===== config.mk =====
export PLATFORM = sky130hd
export DESIGN_NAME = trade_sequencer_flat
export DESIGN_NICKNAME = d
export VERILOG_FILES = /design/src/rtl/trade_sequencer_if.sv /design/src/rtl/trade_sequencer.sv /design/src/flat_wrapper.sv
export SDC_FILE = /design/constraint.sdc
export NUM_CORES = 1
export LEC_CHECK = 0
export BUFFER_PORTS_ARGS = -buffer_cell sky130_fd_sc_hd__buf_2
export CORE_MARGIN = 5
export CORE_UTILIZATION = 35
export DETAILED_ROUTE_END_ITERATION = 10
export PLACE_DENSITY = 0.68
export RECOVER_POWER = 25
export SETUP_SLACK_MARGIN = 0.5
export SYNTH_ARGS = -nofsm -noshare
export SYNTH_HDL_FRONTEND = slang
export SYNTH_SLANG_ARGS = --single-unit

===== constraint.sdc =====
create_clock -name clk -period 1.8 [get_ports clk]
set_input_delay 0.45 -clock clk [delete_from_list [all_inputs] [get_ports clk]]
set_output_delay 0.45 -clock clk [all_outputs]
set_load 0.01 [all_outputs]

===== src/rtl/trade_sequencer_if.sv =====
// Handshake and strobe bundle between the trade sequencer and its neighbours
// (order intake, matching engine, trade counter).
interface trade_sequencer_if;
   logic       order_valid;
   logic       order_ready;
   logic       load_order;
   logic       match_start;
   logic       match_done;
   logic       match_flag;
   logic       enable_count;
   logic       halt_flag;
   logic       busy;
   logic       timeout_err;
   logic [2:0] state;

   // Sequencer side drives strobes and status.
   modport master (
      input  order_valid, match_done, match_flag, halt_flag,
      output order_ready, load_order, match_start, enable_count,
             busy, timeout_err, state
   );

   // Environment side: intake, engine and counter.
   modport slave (
      output order_valid, match_done, match_flag, halt_flag,
      input  order_ready, load_order, match_start, enable_count,
             busy, timeout_err, state
   );
endinterface


===== src/rtl/trade_sequencer.sv =====
// Order sequencing controller: accepts one order, strobes the matching engine,
// pulses the trade counter on an executed trade, and parks in HALT on limit.
module trade_sequencer #(
   parameter logic [7:0] MATCH_TIMEOUT = 8'd16
) (
   input  logic                clk,
   input  logic                reset,
   trade_sequencer_if.master   bus
);

   typedef enum logic [2:0] {
      IDLE   = 3'd0,
      LOAD   = 3'd1,
      START  = 3'd2,
      WAIT   = 3'd3,
      COMMIT = 3'd4,
      HALT   = 3'd5
   } state_t;

   localparam logic [7:0] TIMER_LAST = MATCH_TIMEOUT - 8'd1;

   state_t     state_q, state_d;
   logic [7:0] timer_q, timer_d;
   logic       timeout_err_q, timeout_err_d;

   always_ff @(posedge clk) begin
      if (reset) begin
         state_q       <= IDLE;
         timer_q       <= 8'd0;
         timeout_err_q <= 1'b0;
      end else begin
         state_q       <= state_d;
         timer_q       <= timer_d;
         timeout_err_q <= timeout_err_d;
      end
   end

   always_comb begin
      state_d       = state_q;
      timer_d       = timer_q;
      timeout_err_d = timeout_err_q;
      case (state_q)
         IDLE: begin
            // Halt outranks a pending order; no handshake happens that cycle.
            if (bus.halt_flag)
               state_d = HALT;
            else if (bus.order_valid)
               state_d = LOAD;
         end
         LOAD:   state_d = START;
         START: begin
            state_d = WAIT;
            timer_d = 8'd0;
         end
         WAIT: begin
            // A completion in the final timer cycle still counts.
            if (bus.match_done)
               state_d = bus.match_flag ? COMMIT : IDLE;
            else if (timer_q == TIMER_LAST) begin
               state_d       = IDLE;
               timeout_err_d = 1'b1;
            end else
               timer_d = timer_q + 8'd1;
         end
         COMMIT: state_d = IDLE;
         HALT:   state_d = HALT;
         default: state_d = IDLE;
      endcase
   end

   assign bus.order_ready  = (state_q == IDLE) && !bus.halt_flag;
   assign bus.load_order   = (state_q == LOAD);
   assign bus.match_start  = (state_q == START);
   assign bus.enable_count = (state_q == COMMIT);
   assign bus.busy         = (state_q == LOAD) || (state_q == START) ||
                             (state_q == WAIT) || (state_q == COMMIT);
   assign bus.timeout_err  = timeout_err_q;
   assign bus.state        = state_q;

endmodule

===== src/flat_wrapper.sv =====
// flat-port wrapper written by rule: the top's interface ports become plain ports
module trade_sequencer_flat 
#(
   parameter logic [7:0] MATCH_TIMEOUT = 8'd16
)
  (clk, reset, bus_order_valid, bus_match_done, bus_match_flag, bus_halt_flag, bus_order_ready, bus_load_order, bus_match_start, bus_enable_count, bus_busy, bus_timeout_err, bus_state);
  trade_sequencer_if bus_i ();
  input  logic clk;
  input  logic reset;
  input wire logic [$bits(bus_i.order_valid)-1:0] bus_order_valid;
  input wire logic [$bits(bus_i.match_done)-1:0] bus_match_done;
  input wire logic [$bits(bus_i.match_flag)-1:0] bus_match_flag;
  input wire logic [$bits(bus_i.halt_flag)-1:0] bus_halt_flag;
  output wire logic [$bits(bus_i.order_ready)-1:0] bus_order_ready;
  output wire logic [$bits(bus_i.load_order)-1:0] bus_load_order;
  output wire logic [$bits(bus_i.match_start)-1:0] bus_match_start;
  output wire logic [$bits(bus_i.enable_count)-1:0] bus_enable_count;
  output wire logic [$bits(bus_i.busy)-1:0] bus_busy;
  output wire logic [$bits(bus_i.timeout_err)-1:0] bus_timeout_err;
  output wire logic [$bits(bus_i.state)-1:0] bus_state;
  assign bus_i.order_valid = bus_order_valid;
  assign bus_i.match_done = bus_match_done;
  assign bus_i.match_flag = bus_match_flag;
  assign bus_i.halt_flag = bus_halt_flag;
  assign bus_order_ready = bus_i.order_ready;
  assign bus_load_order = bus_i.load_order;
  assign bus_match_start = bus_i.match_start;
  assign bus_enable_count = bus_i.enable_count;
  assign bus_busy = bus_i.busy;
  assign bus_timeout_err = bus_i.timeout_err;
  assign bus_state = bus_i.state;
  trade_sequencer #(.MATCH_TIMEOUT(MATCH_TIMEOUT)) u_core (.clk(clk), .reset(reset), .bus(bus_i));
endmodule

==> results of run 1 <==
cell usage after synthesis, types with 3 or more instances:
| master | instances | share of area (%) |
|---|---|---|
| a21oi_1 | 6 | 4.5 |
| buf_2 | 3 | 2.2 |
| dfxtp_1 | 12 | 36 |
| inv_1 | 3 | 1.7 |
| nand2_1 | 5 | 2.8 |
| nand2b_1 | 3 | 2.8 |
| nand3b_1 | 4 | 4.5 |
| nor2_1 | 6 | 3.3 |
| nor4_1 | 4 | 3.7 |
| o21ai_0 | 3 | 2.2 |
| o21ai_1 | 5 | 3.7 |
critical path, cell delays in order, from the launching register on:
cell and delay [ps]:
dfxtp_1 440, buf_6 150, nand3b_1 140, or4_4 590
o32ai_2 250
worst min-delay path by stage:
| stage | from | cells after the start | slack (ps) | endpoint |
|---|---|---|---|---|
| 2_1_floorplan | u_core.timer_q[0]$_SDFFE_PP0P_ | 1 | 420 | u_core.timer_q[0]$_SDFFE_PP0P_ |
| 3_3_place_gp | u_core.timer_q[0]$_SDFFE_PP0P_ | 1 | 430 | u_core.timer_q[0]$_SDFFE_PP0P_ |
| 3_5_place_dp | u_core.timer_q[0]$_SDFFE_PP0P_ | 1 | 440 | u_core.timer_q[0]$_SDFFE_PP0P_ |
| 4_1_cts | u_core.bus.timeout_err$_SDFFE_PP0P_ | 2 | 500 | u_core.bus.timeout_err$_SDFFE_PP0P_ |
| 5_1_grt | reset | 2 | 520 | u_core.bus.state[2]$_SDFFE_PP0P_ |
| 6_report | u_core.bus.timeout_err$_SDFFE_PP0P_ | 2 | 500 | u_core.bus.timeout_err$_SDFFE_PP0P_ |
power by group:
| part | internal, mW | total (mW) | switching, mW |
|---|---|---|---|
| Clock | 0.0773 | 0.163 | 0.0856 |
| Combinational | 0.169 | 0.304 | 0.135 |
| Sequential | 0.278 | 0.304 | 0.0261 |
| Total | 0.525 | 0.771 | 0.246 |
per-layer routing:
metal  track usage (%)  up-vias  wire [um]
li1                  -      380          -
met1              19.1      370        945
met2              23.6       31       1100
met3              2.77        8         95
met4              6.38        0         48
met5                 0        -          0
metrics by stage:
step	cell area, um2	std cells
2_1_floorplan	743	83
3_3_place_gp	830	120
3_5_place_dp	830	120
4_1_cts	971	132
5_1_grt	1100	140
6_report	1100	140
sequential cells by signal, summed over array words and instances (netlist names):
register and cells:
u_core.timer_q 8, u_core.bus.state 3, u_core.bus.timeout_err 1
kinds of logic (layout without fill, tap and decap cells):
kind of cell / count (synthesis) / count (layout) / synth area share, %
xor+xnor: 1 / 1 / 1.30
simple gates: 37 / 37 / 33.3
buf+inv: 8 / 40 / 5.02
compound gates: 24 / 24 / 22.9
flops: 12 / 12 / 35.7
fa+ha+maj: 1 / 1 / 1.86
area by class of cell:
cell class | count | area share, %
tap | 25 | 2.85
sequential | 12 | 22.8
multi-input combinational | 63 | 46.1
timing repair buffer | 34 | 25.1
clock buffer | 3 | 2.05
inverter | 3 | 1.03
repair_timing:
action                     in CTS  in global routing
resized for setup              13                 18
setup endpoints to repair      18                 20
buffers inserted                9                  7
pin swaps                       5                  4
cloned                          0                  1
==> flow_summary_export.csv, run 1 <==
group,metric,value,unit
run_status,status,"complete, no violations",
global_routing,antenna_found_initial,0,
cts,clk_pin_slew_worst_paths,70,ps
critical_path,worst_ep_required_time,1990,ps
finish,layout.nets,124,
cts,cts_buffer_depth,2,
sta,skew,4.28,ps
floorplanning,die_x,53.9,um
global_routing,grt_pass1_vias,688,
finish,n_fill_cell,154,
floorplanning,start_util,37.8,%
detailed_routing,routed_wirelength,2190,um
critical_path,crit_start,"u_core.bus.state[1]$_SDFFE_PP0P_",
finish,diodes,0,
finish,final_core_util,61.5,%
cts,cts_tree,"built",
critical_path,worstRegToRegCells,4,
sta,grt_setup_unrepaired,"yes",
critical_path,critPathMaxFanout,5,
floorplanning,pin_count,15,
global_routing,gr-total-overflow,0,
finish,regArea,250,um2
floorplanning,rows,15,
power_and_ir_drop,power.density,703,nW/um2
floorplanning,dieArea,2900,um2
logic_synthesis,synth_edf_count,0,
critical_path,r2r_slack,150,ps
critical_path,endpoint,"u_core.timer_q[2]$_SDFFE_PP0P_",
finish,synthToLayoutAreaGrowth,62.8,%
power_and_ir_drop,leakage,0.439,nW
cts,clk_latency,270,ps
sta,fin_ws,150,ps
logic_synthesis,yosysSeqAreaShare,35.7,%
detailed_routing,drt_first_pass_iters,4,
logic_synthesis,synthesis.area,673,um2
sta,worst_pin_slew,627,ps
critical_path,timing.rr.start,"u_core.bus.state[1]$_SDFFE_PP0P_",
critical_path,critPathCaptureType,"flip-flop",
logic_synthesis,synth_cell_types,37,
placement,port_buffers,14,
logic_synthesis,ys_warn_count,0,
critical_path,path_class,"reg -> reg",
floorplanning,dieHeight,53.9,um
sta,maxSlewViolCount,0,
finish,final_cell_mix,"buf_4 (14), buf_2 (11), dfxtp_1 (8), o21ai_1 (6)",
cts,cts_num_sinks,12,
sta,fmax,606,MHz
critical_path,rr_endpoint,"u_core.timer_q[2]$_SDFFE_PP0P_",
detailed_routing,wl_per_cell,15.7,um
min_path,hp-class,"reg -> reg",
cts,htreeDepth,1,
sta,period_minus_slack,1650,ps
sta,tns,0,ps
logic_synthesis,async_reset_ff_share,0,%
logic_synthesis,synthesis.nets,90,
detailed_routing,vias,789,
critical_path,cp.arrival,1840,ps
logic_synthesis,avgSynthCellArea,8.11,um2
power_and_ir_drop,peakVddDrop,532,uV
placement,dp_hpwl,1180,um
cts,cts_root_buffer,"clkbuf_4",
cts,numCtsBuffers,3,
placement,place_ws,98.7,ps
sta,hold_violations,0,
power_and_ir_drop,p_total,771,uW
global_routing,track_usage,14.8,%
finish,mostFrequentLayoutCell,"buf_4",
sta,setup_violations,0,
global_routing,grt_max_degree,15,
critical_path,critPathLaunchType,"flip-flop",
sta,finalCritPeriodShare,91.7,%
sta,whs,496,ps
logic_synthesis,ys_ff_latch,12,
run,cap_violations,0,
sta,relSlewSlack,57.8,%
detailed_routing,drc,0,
logic_synthesis,synthCells,83,
finish,multiInputGateArea,505,um2
cts,ctsHoldBuffers,0,
placement,gp_congestion,0.841,
logic_synthesis,synthFlopType,"dfxtp_1",
detailed_routing,viasPerCell,5.64,
detailed_routing,drtAntennaViolNets,0,
floorplanning,core_region_area,1780,um2
finish,drive_gt1_share,48.7,%
global_routing,grt_pass1_wl,3130,um
detailed_routing,dr.first_iter.drc_count,24,
(Power assumes the default switching activity.)
==> run 2: changes to the inputs <==
PLACE_DENSITY = not set   (was 0.68)
PLACE_DENSITY_LB_ADDON = 0.1   (was not set)
==> run 2 against run 1 <==
Non-clock buffer count is 5 higher; wire length is 15% higher; clock-buffer cell count stayed put; via count is 4.6% higher; worst setup slack worse by 7.2 ps; combinational power is 19% higher; power is 5.6% higher; sequential power is 4% lower; first-iteration DRC count is 29% higher; register-to-register slack hardly changed; critical path type unchanged; largest cell class unchanged; largest power group is now combinational logic.
==> flow_summary_export.csv, run 2 (synthesis results as in run 1) <==
group,metric,value,unit
global_routing,track_usage,15.9,%
sta,whs,486,ps
finish,synthToLayoutAreaGrowth,75.5,%
floorplanning,die_x,53.9,um
power_and_ir_drop,p_total,814,uW
finish,n_fill_cell,142,
placement,port_buffers,14,
cts,numCtsBuffers,3,
power_and_ir_drop,leakage,0.472,nW
global_routing,grt_max_degree,15,
placement,gp_congestion,0.755,
sta,maxSlewViolCount,0,
finish,mostFrequentLayoutCell,"buf_4",
sta,setup_violations,0,
floorplanning,start_util,37.8,%
placement,place_area,837,um2
global_routing,grt_pass1_wl,3280,um
placement,dp.cells,121,
sta,fmax,603,MHz
critical_path,cp_slowest_cell,"or4_4",
global_routing,grt_pass1_vias,719,
floorplanning,dieHeight,53.9,um
cts,ctsHoldBuffers,0,
cts,cts_num_sinks,12,
run,cap_violations,0,
sta,skew,2.57,ps
detailed_routing,wl_per_cell,17.3,um
detailed_routing,drtAntennaViolNets,0,
critical_path,cpPeakStageDelay,490,ps
detailed_routing,drt_first_pass_iters,4,
finish,drive_gt1_share,60.8,%
global_routing,antenna_found_initial,0,
run_status,status,"complete, no violations",
cts,clk_pin_slew_worst_paths,70,ps
cts,cts_tree,"built",
critical_path,cp.arrival,1850,ps
sta,worst_pin_slew,518,ps
floorplanning,rows,15,
critical_path,critPathBufInv,0,
critical_path,critPathLaunchType,"flip-flop",
sta,finalCritPeriodShare,92.1,%
finish,fin_cells,145,
cts,htreeDepth,1,
min_path,hp-class,"reg -> reg",
power_and_ir_drop,peakVddDrop,373,uV
critical_path,cp_cell_sequence,"ha_4 > and3_4 > and2_0 > or4_4 > o32ai_2",
cts,cts_root_buffer,"clkbuf_4",
floorplanning,core_region_area,1780,um2
finish,final_cell_mix,"buf_4 (13), buf_2 (12), buf_6 (11), nor2_1 (5), dfxtp_2 (5)",
sta,period_minus_slack,1660,ps
critical_path,worst_ep_required_time,1990,ps
power_and_ir_drop,power.density,690,nW/um2
cts,clk_latency,270,ps
finish,diodes,0,
finish,layout.nets,129,
critical_path,path_class,"reg -> reg",
finish,top_register,"u_core.timer_q",
critical_path,critPathCaptureType,"flip-flop",
floorplanning,pin_count,15,
detailed_routing,viasPerCell,5.69,
global_routing,gr-total-overflow,0,
sta,fin_ws,143,ps
critical_path,cp_top_family,"simple AND/OR/NAND/NOR gates",
detailed_routing,routed_wirelength,2510,um
sta,relSlewSlack,65.1,%
placement,dp_hpwl,1180,um
detailed_routing,dr.first_iter.drc_count,31,
finish,final_core_util,66.2,%
finish,largest_reg_flops,8,
detailed_routing,drc,0,
detailed_routing,vias,825,
placement,place_ws,102,ps
sta,tns,0,ps
sta,hold_violations,0,
sta,grt_setup_unrepaired,"yes",
cts,cts_buffer_depth,2,
finish,final_area,1180,um2
critical_path,critPathMaxFanout,5,
floorplanning,dieArea,2900,um2
[run 2: changes by cell type in the layout (fill, tap and decap cells not counted), moves of 2 or more]
cell	change
nand2_1	-2
nor3_2	+2
o21ai_2	+2
o21ai_1	-2
dfxtp_1	-4
buf_12	+2
buf_6	+6
dfxtp_2	+3
nand2_2	+2
buf_8	-2
[run 2: layer usage]
layer / track usage, % / part of all wire, %
met5: 0 / 0
met4: 5.53 / 3.5
met3: 5.26 / 4.4
met2: 25.6 / 50
met1: 19.5 / 42
[run 2: worst register-to-register path: stages, from the launching register on]
cell	delay (ps)
dfxtp_1	340
ha_4	170
and3_4	170
and2_0	200
or4_4	490
o32ai_2	210
[run 2: area by class of cell]
cell class / count / area [um2] / area share, %
Clock buffer: 3 / 22.5 / 1.91
Inverter: 3 / 13.8 / 1.17
Multi-Input combinational cell: 63 / 531 / 44.9
Sequential cell: 12 / 258 / 21.8
Tap cell: 25 / 31.3 / 2.65
Timing Repair Buffer: 39 / 325 / 27.5
[run 2: what timing repair did]
item | 4_1_cts | 5_1_grt
buffers inserted | 10 | 11
resized for setup | 23 | 19
endpoints found under the setup margin | 18 | 18
cloned | 0 | 0
pin swaps | 6 | 9
[run 2: final timing paths]
check | to | depth (start not counted) | from | slack (ps)
worst max register to register | u_core.timer_q[2]$_SDFFE_PP0P_ | 5 | u_core.timer_q[1]$_SDFFE_PP0P_ | 140
worst min-delay path | u_core.bus.timeout_err$_SDFFE_PP0P_ | 2 | u_core.bus.timeout_err$_SDFFE_PP0P_ | 490
worst max-delay path | u_core.timer_q[2]$_SDFFE_PP0P_ | 5 | u_core.timer_q[1]$_SDFFE_PP0P_ | 140
worst min register to register | u_core.bus.timeout_err$_SDFFE_PP0P_ | 2 | u_core.bus.timeout_err$_SDFFE_PP0P_ | 490
[run 2: power by group]
| part | total [mW] | leakage, nW | internal [mW] | switching (mW) |
|---|---|---|---|---|
| Combinational | 0.361 | 0.356 | 0.197 | 0.164 |
| Sequential | 0.293 | 0.102 | 0.279 | 0.0143 |
| Clock | 0.160 | 0.0138 | 0.0775 | 0.0825 |
| Total | 0.814 | 0.472 | 0.554 | 0.261 |
